<file path="config.mk">
export PLATFORM = sky130hd
export DESIGN_NAME = mc_controller
export DESIGN_NICKNAME = d
export VERILOG_FILES = /design/src/rtl/mc_controller.sv
export SDC_FILE = /design/constraint.sdc
export NUM_CORES = 1
export LEC_CHECK = 0
export CAP_MARGIN = 20
export CORE_AREA = 2 2 54 56
export DETAILED_ROUTE_END_ITERATION = 12
export DIE_AREA = 0 0 56 58
export PLACE_DENSITY = 0.81
export SLEW_MARGIN = 20
export SYNTH_ARGS = -nofsm -noshare
export SYNTH_HDL_FRONTEND = slang
export SYNTH_SLANG_ARGS = --single-unit
</file>
<file path="constraint.sdc">
create_clock -name clk -period 4.35 [get_ports clk]
set_input_delay 0.87 -clock clk [delete_from_list [all_inputs] [get_ports clk]]
set_output_delay 0.87 -clock clk [all_outputs]
set_load 0.05 [all_outputs]
</file>
<file path="src/rtl/mc_controller.sv">
// mc_controller: control unit for the multicycle ARM core.
// Holds the main sequencing FSM, the ALU decoder, the instruction-field
// decoder and the condition logic with the architectural NZCV flags.
// The FSM registers the control word of the state it is entering, so the
// per-state controls come straight from flops. Only the reset override,
// the condition gating and the Instr-dependent fields are combinational.
module mc_controller (
    input  logic         clk,
    input  logic         reset,
    input  logic [31:12] Instr,
    input  logic [3:0]   ALUFlags,
    output logic         PCWrite,
    output logic         MemWrite,
    output logic         RegWrite,
    output logic         IRWrite,
    output logic         AdrSrc,
    output logic [1:0]   RegSrc,
    output logic [1:0]   ALUSrcA,
    output logic [1:0]   ALUSrcB,
    output logic [1:0]   ResultSrc,
    output logic [1:0]   ImmSrc,
    output logic [1:0]   ALUControl
);

    typedef enum logic [3:0] {
        S_FETCH    = 4'd0,
        S_DECODE   = 4'd1,
        S_MEMADR   = 4'd2,
        S_MEMREAD  = 4'd3,
        S_MEMWB    = 4'd4,
        S_MEMWRITE = 4'd5,
        S_EXECUTER = 4'd6,
        S_EXECUTEI = 4'd7,
        S_ALUWB    = 4'd8,
        S_BRANCH   = 4'd9
    } state_t;

    // Per-state control word. Write intents (regw, memw, branch) are
    // still ungated here; the condition logic qualifies them later.
    typedef struct packed {
        logic       nextpc;
        logic       irwrite;
        logic       regw;
        logic       memw;
        logic       branch;
        logic       aluop;
        logic       adrsrc;
        logic [1:0] alusrca;
        logic [1:0] alusrcb;
        logic [1:0] resultsrc;
    } ctrl_t;

    localparam ctrl_t CTRL_FETCH = '{
        nextpc: 1'b1, irwrite: 1'b1, regw: 1'b0, memw: 1'b0, branch: 1'b0,
        aluop: 1'b0, adrsrc: 1'b0, alusrca: 2'b01, alusrcb: 2'b10,
        resultsrc: 2'b10
    };

    // While reset is held the datapath sees the FETCH selects, but
    // nothing that writes architectural state is allowed to fire.
    localparam ctrl_t CTRL_RESET = '{
        nextpc: 1'b0, irwrite: 1'b0, regw: 1'b0, memw: 1'b0, branch: 1'b0,
        aluop: 1'b0, adrsrc: 1'b0, alusrca: 2'b01, alusrcb: 2'b10,
        resultsrc: 2'b10
    };

    // Instruction fields
    logic [3:0] cond_s;
    logic [1:0] op_s;
    logic [5:0] funct_s;
    logic [3:0] rd_s;
    logic       unused_rn_s;

    assign cond_s      = Instr[31:28];
    assign op_s        = Instr[27:26];
    assign funct_s     = Instr[25:20];
    assign rd_s        = Instr[15:12];
    assign unused_rn_s = ^Instr[19:16];

    state_t     state_r;
    ctrl_t      ctrl_r;
    ctrl_t      ctrl_eff_s;
    logic [3:0] flags_r;
    logic       condex_r;
    logic       condex_s;
    logic       nowrite_s;
    logic       cmp_s;
    logic [1:0] alu_dec_s;
    logic [1:0] alucontrol_s;
    logic [1:0] flagw_s;
    logic       pcs_s;

    // Sequencing: where the FSM goes from st for the current instruction.
    function automatic state_t next_state(input state_t st,
                                          input logic [1:0] op,
                                          input logic [5:0] funct);
        state_t ns;
        ns = S_FETCH;
        case (st)
            S_FETCH:    ns = S_DECODE;
            S_DECODE: begin
                case (op)
                    2'b00:   ns = funct[5] ? S_EXECUTEI : S_EXECUTER;
                    2'b01:   ns = S_MEMADR;
                    2'b10:   ns = S_BRANCH;
                    default: ns = S_FETCH;
                endcase
            end
            S_MEMADR:   ns = funct[0] ? S_MEMREAD : S_MEMWRITE;
            S_MEMREAD:  ns = S_MEMWB;
            S_MEMWB:    ns = S_FETCH;
            S_MEMWRITE: ns = S_FETCH;
            S_EXECUTER: ns = S_ALUWB;
            S_EXECUTEI: ns = S_ALUWB;
            S_ALUWB:    ns = S_FETCH;
            S_BRANCH:   ns = S_FETCH;
            default:    ns = S_FETCH;
        endcase
        return ns;
    endfunction

    // Moore control word for a state. nowrite only matters for ALUWB,
    // where it cancels the register write of CMP and unknown commands.
    function automatic ctrl_t state_ctrl(input state_t st, input logic nowrite);
        ctrl_t c;
        c = CTRL_RESET;
        c.alusrca   = 2'b00;
        c.alusrcb   = 2'b00;
        c.resultsrc = 2'b00;
        case (st)
            S_FETCH:    c = CTRL_FETCH;
            S_DECODE: begin
                c.alusrca   = 2'b01;
                c.alusrcb   = 2'b10;
                c.resultsrc = 2'b10;
            end
            S_MEMADR:   c.alusrcb = 2'b01;
            S_MEMREAD:  c.adrsrc  = 1'b1;
            S_MEMWB: begin
                c.resultsrc = 2'b01;
                c.regw      = 1'b1;
            end
            S_MEMWRITE: begin
                c.adrsrc = 1'b1;
                c.memw   = 1'b1;
            end
            S_EXECUTER: c.aluop = 1'b1;
            S_EXECUTEI: begin
                c.alusrcb = 2'b01;
                c.aluop   = 1'b1;
            end
            S_ALUWB:    c.regw = ~nowrite;
            S_BRANCH: begin
                c.alusrcb   = 2'b01;
                c.resultsrc = 2'b10;
                c.branch    = 1'b1;
            end
            default:    c = CTRL_FETCH;
        endcase
        return c;
    endfunction

    // ARM condition-code evaluation against {N,Z,C,V}.
    function automatic logic cond_check(input logic [3:0] cond,
                                        input logic [3:0] flags);
        logic n, z, c, v, res;
        {n, z, c, v} = flags;
        case (cond)
            4'b0000: res = z;
            4'b0001: res = ~z;
            4'b0010: res = c;
            4'b0011: res = ~c;
            4'b0100: res = n;
            4'b0101: res = ~n;
            4'b0110: res = v;
            4'b0111: res = ~v;
            4'b1000: res = c & ~z;
            4'b1001: res = ~(c & ~z);
            4'b1010: res = (n == v);
            4'b1011: res = (n != v);
            4'b1100: res = ~z & (n == v);
            4'b1101: res = ~(~z & (n == v));
            4'b1110: res = 1'b1;
            4'b1111: res = 1'b1;
            default: res = 1'b1;
        endcase
        return res;
    endfunction

    // Main FSM: state and the registered control word of the next state.
    always_ff @(posedge clk) begin
        if (reset) begin
            state_r <= S_FETCH;
            ctrl_r  <= CTRL_FETCH;
        end else begin
            state_r <= next_state(state_r, op_s, funct_s);
            ctrl_r  <= state_ctrl(next_state(state_r, op_s, funct_s), nowrite_s);
        end
    end

    // Reset override: FETCH selects with every write enable held low.
    always_comb begin
        ctrl_eff_s = ctrl_r;
        if (reset) begin
            ctrl_eff_s = CTRL_RESET;
        end else begin
            ctrl_eff_s = ctrl_r;
        end
    end

    // Command decode of funct[4:1]; CMP and unknown commands never write Rd.
    always_comb begin
        alu_dec_s = 2'b00;
        nowrite_s = 1'b0;
        cmp_s     = 1'b0;
        case (funct_s[4:1])
            4'b0100: alu_dec_s = 2'b00;
            4'b0010: alu_dec_s = 2'b01;
            4'b0000: alu_dec_s = 2'b10;
            4'b1100: alu_dec_s = 2'b11;
            4'b1010: begin
                alu_dec_s = 2'b01;
                nowrite_s = 1'b1;
                cmp_s     = 1'b1;
            end
            default: begin
                alu_dec_s = 2'b00;
                nowrite_s = 1'b1;
            end
        endcase
    end

    // ALU control and flag-write enables; C/V only follow arithmetic ops.
    always_comb begin
        alucontrol_s = 2'b00;
        flagw_s      = 2'b00;
        if (ctrl_eff_s.aluop) begin
            alucontrol_s = alu_dec_s;
            flagw_s[1]   = funct_s[0] | cmp_s;
            flagw_s[0]   = (funct_s[0] | cmp_s) & ~alu_dec_s[1];
        end else begin
            alucontrol_s = 2'b00;
            flagw_s      = 2'b00;
        end
    end

    assign condex_s = cond_check(cond_s, flags_r);

    // Architectural flags and the one-cycle-delayed condition result.
    // CondExR lets ALUWB use the pre-update flags of EXECUTE.
    always_ff @(posedge clk) begin
        if (reset) begin
            flags_r  <= 4'b0000;
            condex_r <= 1'b0;
        end else begin
            condex_r <= condex_s;
            if (flagw_s[1] & condex_s) begin
                flags_r[3:2] <= ALUFlags[3:2];
            end
            if (flagw_s[0] & condex_s) begin
                flags_r[1:0] <= ALUFlags[1:0];
            end
        end
    end

    assign pcs_s = ctrl_eff_s.branch | (ctrl_eff_s.regw & (rd_s == 4'b1111));

    assign PCWrite    = ctrl_eff_s.nextpc | (pcs_s & condex_r);
    assign MemWrite   = ctrl_eff_s.memw & condex_r;
    assign RegWrite   = ctrl_eff_s.regw & condex_r;
    assign IRWrite    = ctrl_eff_s.irwrite;
    assign AdrSrc     = ctrl_eff_s.adrsrc;
    assign ALUSrcA    = ctrl_eff_s.alusrca;
    assign ALUSrcB    = ctrl_eff_s.alusrcb;
    assign ResultSrc  = ctrl_eff_s.resultsrc;
    assign ALUControl = alucontrol_s;
    assign RegSrc     = {(op_s == 2'b01), (op_s == 2'b10)};
    assign ImmSrc     = op_s;

endmodule

</file>
==> qor.yml <==
synth_most_common_cell: "dfxtp_1"
hold_path_end: "ctrl_r[0]$_SDFF_PP0_"
irDropWorstVdd_uv: 234.8
grt_overflow: 0
cts_tree: "done"
synth_area_per_cell_um2: 8.083
required_ps: 3480
fmax_ghz: 0.2742
fin_cells: 212
start_util_pct: 45.54
clock_skew_ps: 0.9399
die_x_um: 56
routed_wirelength_mm: 2.661
power_density_nw_per_um2: 288.2
multi_input_area_um2: 710.7
insertion_delay_ps: 300
cts.sinks: 20
netlist_area_um2: 1212
dp_hpwl_mm: 2.065
leakage_nw: 0.6045
yosysWarnings: 0
synth_common_cells: "dfxtp_1, nor2_1, nor2b_1"
reg2reg_to: "flags_r[1]$_SDFFE_PP0P_"
io_buffers: 37
post-cts-setup-buffers: 0
grt_max_degree: 21
ys_seq_area_share_pct: 33.02
numCtsBuffers: 3
r2r_start: "flags_r[3]$_SDFFE_PP0P_"
track_usage_pct: 16.99
report.final.hold_viol_count: 0
viasPerCell: 5.453
crit_fanout: 20
ant_nets: 0
fin_setup_tns_ps: 0
synth_cells: 150
maxCapViolCount: 0
core_um2: 2663
final-max-slew-violation-count: 0
met2_length_mm: 1.368
ys_seq_elements: 20
cts_resized: 0
synth_area_leaders: "dfxtp_1, nor2b_1, nor2_1, buf_4, nand2_1"
clk_pin_slew_worst_paths_ps: 110
r2r_slack_ps: 2440
rr_worst_depth: 6
area_growth_pct: 32.30
tightest_slew_ps: 507.6
root_buffer: "clkbuf_4"
crit_arrival_ps: 2780
routabilityCongestion: 0.8763
hold_start: "state_r[0]$_SDFF_PP0_"
rsz0062_at_grt: "false"
setup_viol: 0
synth_enable_flop_cells: 0
drt-wirelength-per-cell_um: 12.55
yosysUniqueCellTypes: 45
htree_levels: 1
ios: 43
path_class: "in2out"
ctsHoldBuffers: 0
relSlewSlack_pct: 66.06
async_reset_ff_share_pct: 0
clock_path_buffers: 2
die_area_um2: 3248
status: "completed"
wl_met1_mm: 1.119
hp-class: "reg2reg"
wl_met3_um: 142
ys.flop_type: "dfxtp_1"
worstHoldPathCells: 1
fin_nets: 208
layout-drive-gt1-share_pct: 11.05
fin_total_pwr_mw: 0.4623
die_h_um: 58
antennaDiodeCount: 0
first_pass_iters: 4
vias: 1156
grt_pass1_wl_mm: 4.422
top_layer: "met4"
core.rowCount: 19
dpl.cell_count: 208
grt_pass1_vias: 1092
yosysTopAreaCell: "dfxtp_1"
post-route-period-util_pct: 83.84
layout_min_cycle_time_ps: 3647
synth_nets: 176
first_iter_violations: 49
synth_top_area_share_pct: 33.02
antenna_found_initial: 0
filler_cell_count: 239
ff_latch_area_um2: 400.4
end_kind: "output pin"
setup.worst_path.start_class: "input port"
drc: 0
## state kept, by name, summed over array words and instances (netlist names)
name / count
flags_r: 4
ctrl_r: 11
state_r: 4
condex_r: 1
## power breakdown
group	total (mW)	switching, mW	internal (mW)
Clock	0.150	0.0566	0.0932
Sequential	0.198	0.00499	0.193
Combinational	0.115	0.0647	0.0502
## kinds of logic (layout without fill, tap and decap cells)
kind of cell    Yosys count  in the layout  share of synthesized area [%]
compound gates           30             30                          17.96
xor+xnor                  4              4                          2.890
buf+inv                  18             49                          8.359
flops                    20             20                          33.02
mux                       5              5                          4.644
other cells               1              1                         0.3093
simple gates             72             72                          32.82
## worst max path at each step
stage | startpoint | end | slack [ps] | cells after the start
6_report | reset | PCWrite | 700 | 5
2_1_floorplan | reset | ALUControl[1] | 770 | 3
4_1_cts | reset | PCWrite | 660 | 5
3_5_place_dp | reset | PCWrite | 660 | 5
5_1_grt | reset | PCWrite | 550 | 5
3_3_place_gp | reset | PCWrite | 700 | 5
## per-stage QoR
stage               hold slack [ps]  instance area, um^2  utilization [%]  setup WS [ps]
floorplan                     498.6                 1212                -          765.6
global placement              532.3                 1551            58.27          699.6
detailed placement            538.4                 1551            58.27          664.2
CTS                           558.2                 1604            60.24          663.1
global route                  575.6                 1604            60.24          554.2
finish                        558.0                 1604            60.24          703.0
## placed cells by master, fill, tap and decap left out, drive strengths merged, types with 3 or more instances in the layout
cell type	count
clkdlybuf4s50	36
dfxtp	20
nor2	15
nor2b	12
nand2	10
inv	7
nand2b	6
or2	6
o21ai	6
nand3	5
nor3	5
mux2	5
a21oi	4
a31oi	3
clkbuf	3
## critical path: stages
cell and delay [ps]:
clkdlybuf4s50_1 540, buf_4 260, nor2b_1 150, o21bai_1 120, clkdlybuf4s50_1 820
## final cells by class
cell class / instances / share of cell area, %
inverter: 7 / 1.638
multi-input combinational: 112 / 44.31
tap: 31 / 2.418
clock inverter: 1 / 1.872
sequential: 20 / 24.96
clock buffer: 3 / 1.404
timing repair buffer: 38 / 23.40
## routing by layer
metal | GRT usage, % | up-vias
met5 | 0 | -
li1 | - | 577
met2 | 31.76 | 38
met1 | 19.05 | 537
met4 | 8.163 | 0
met3 | 2.232 | 4
Power figures use the tool's default switching activity.
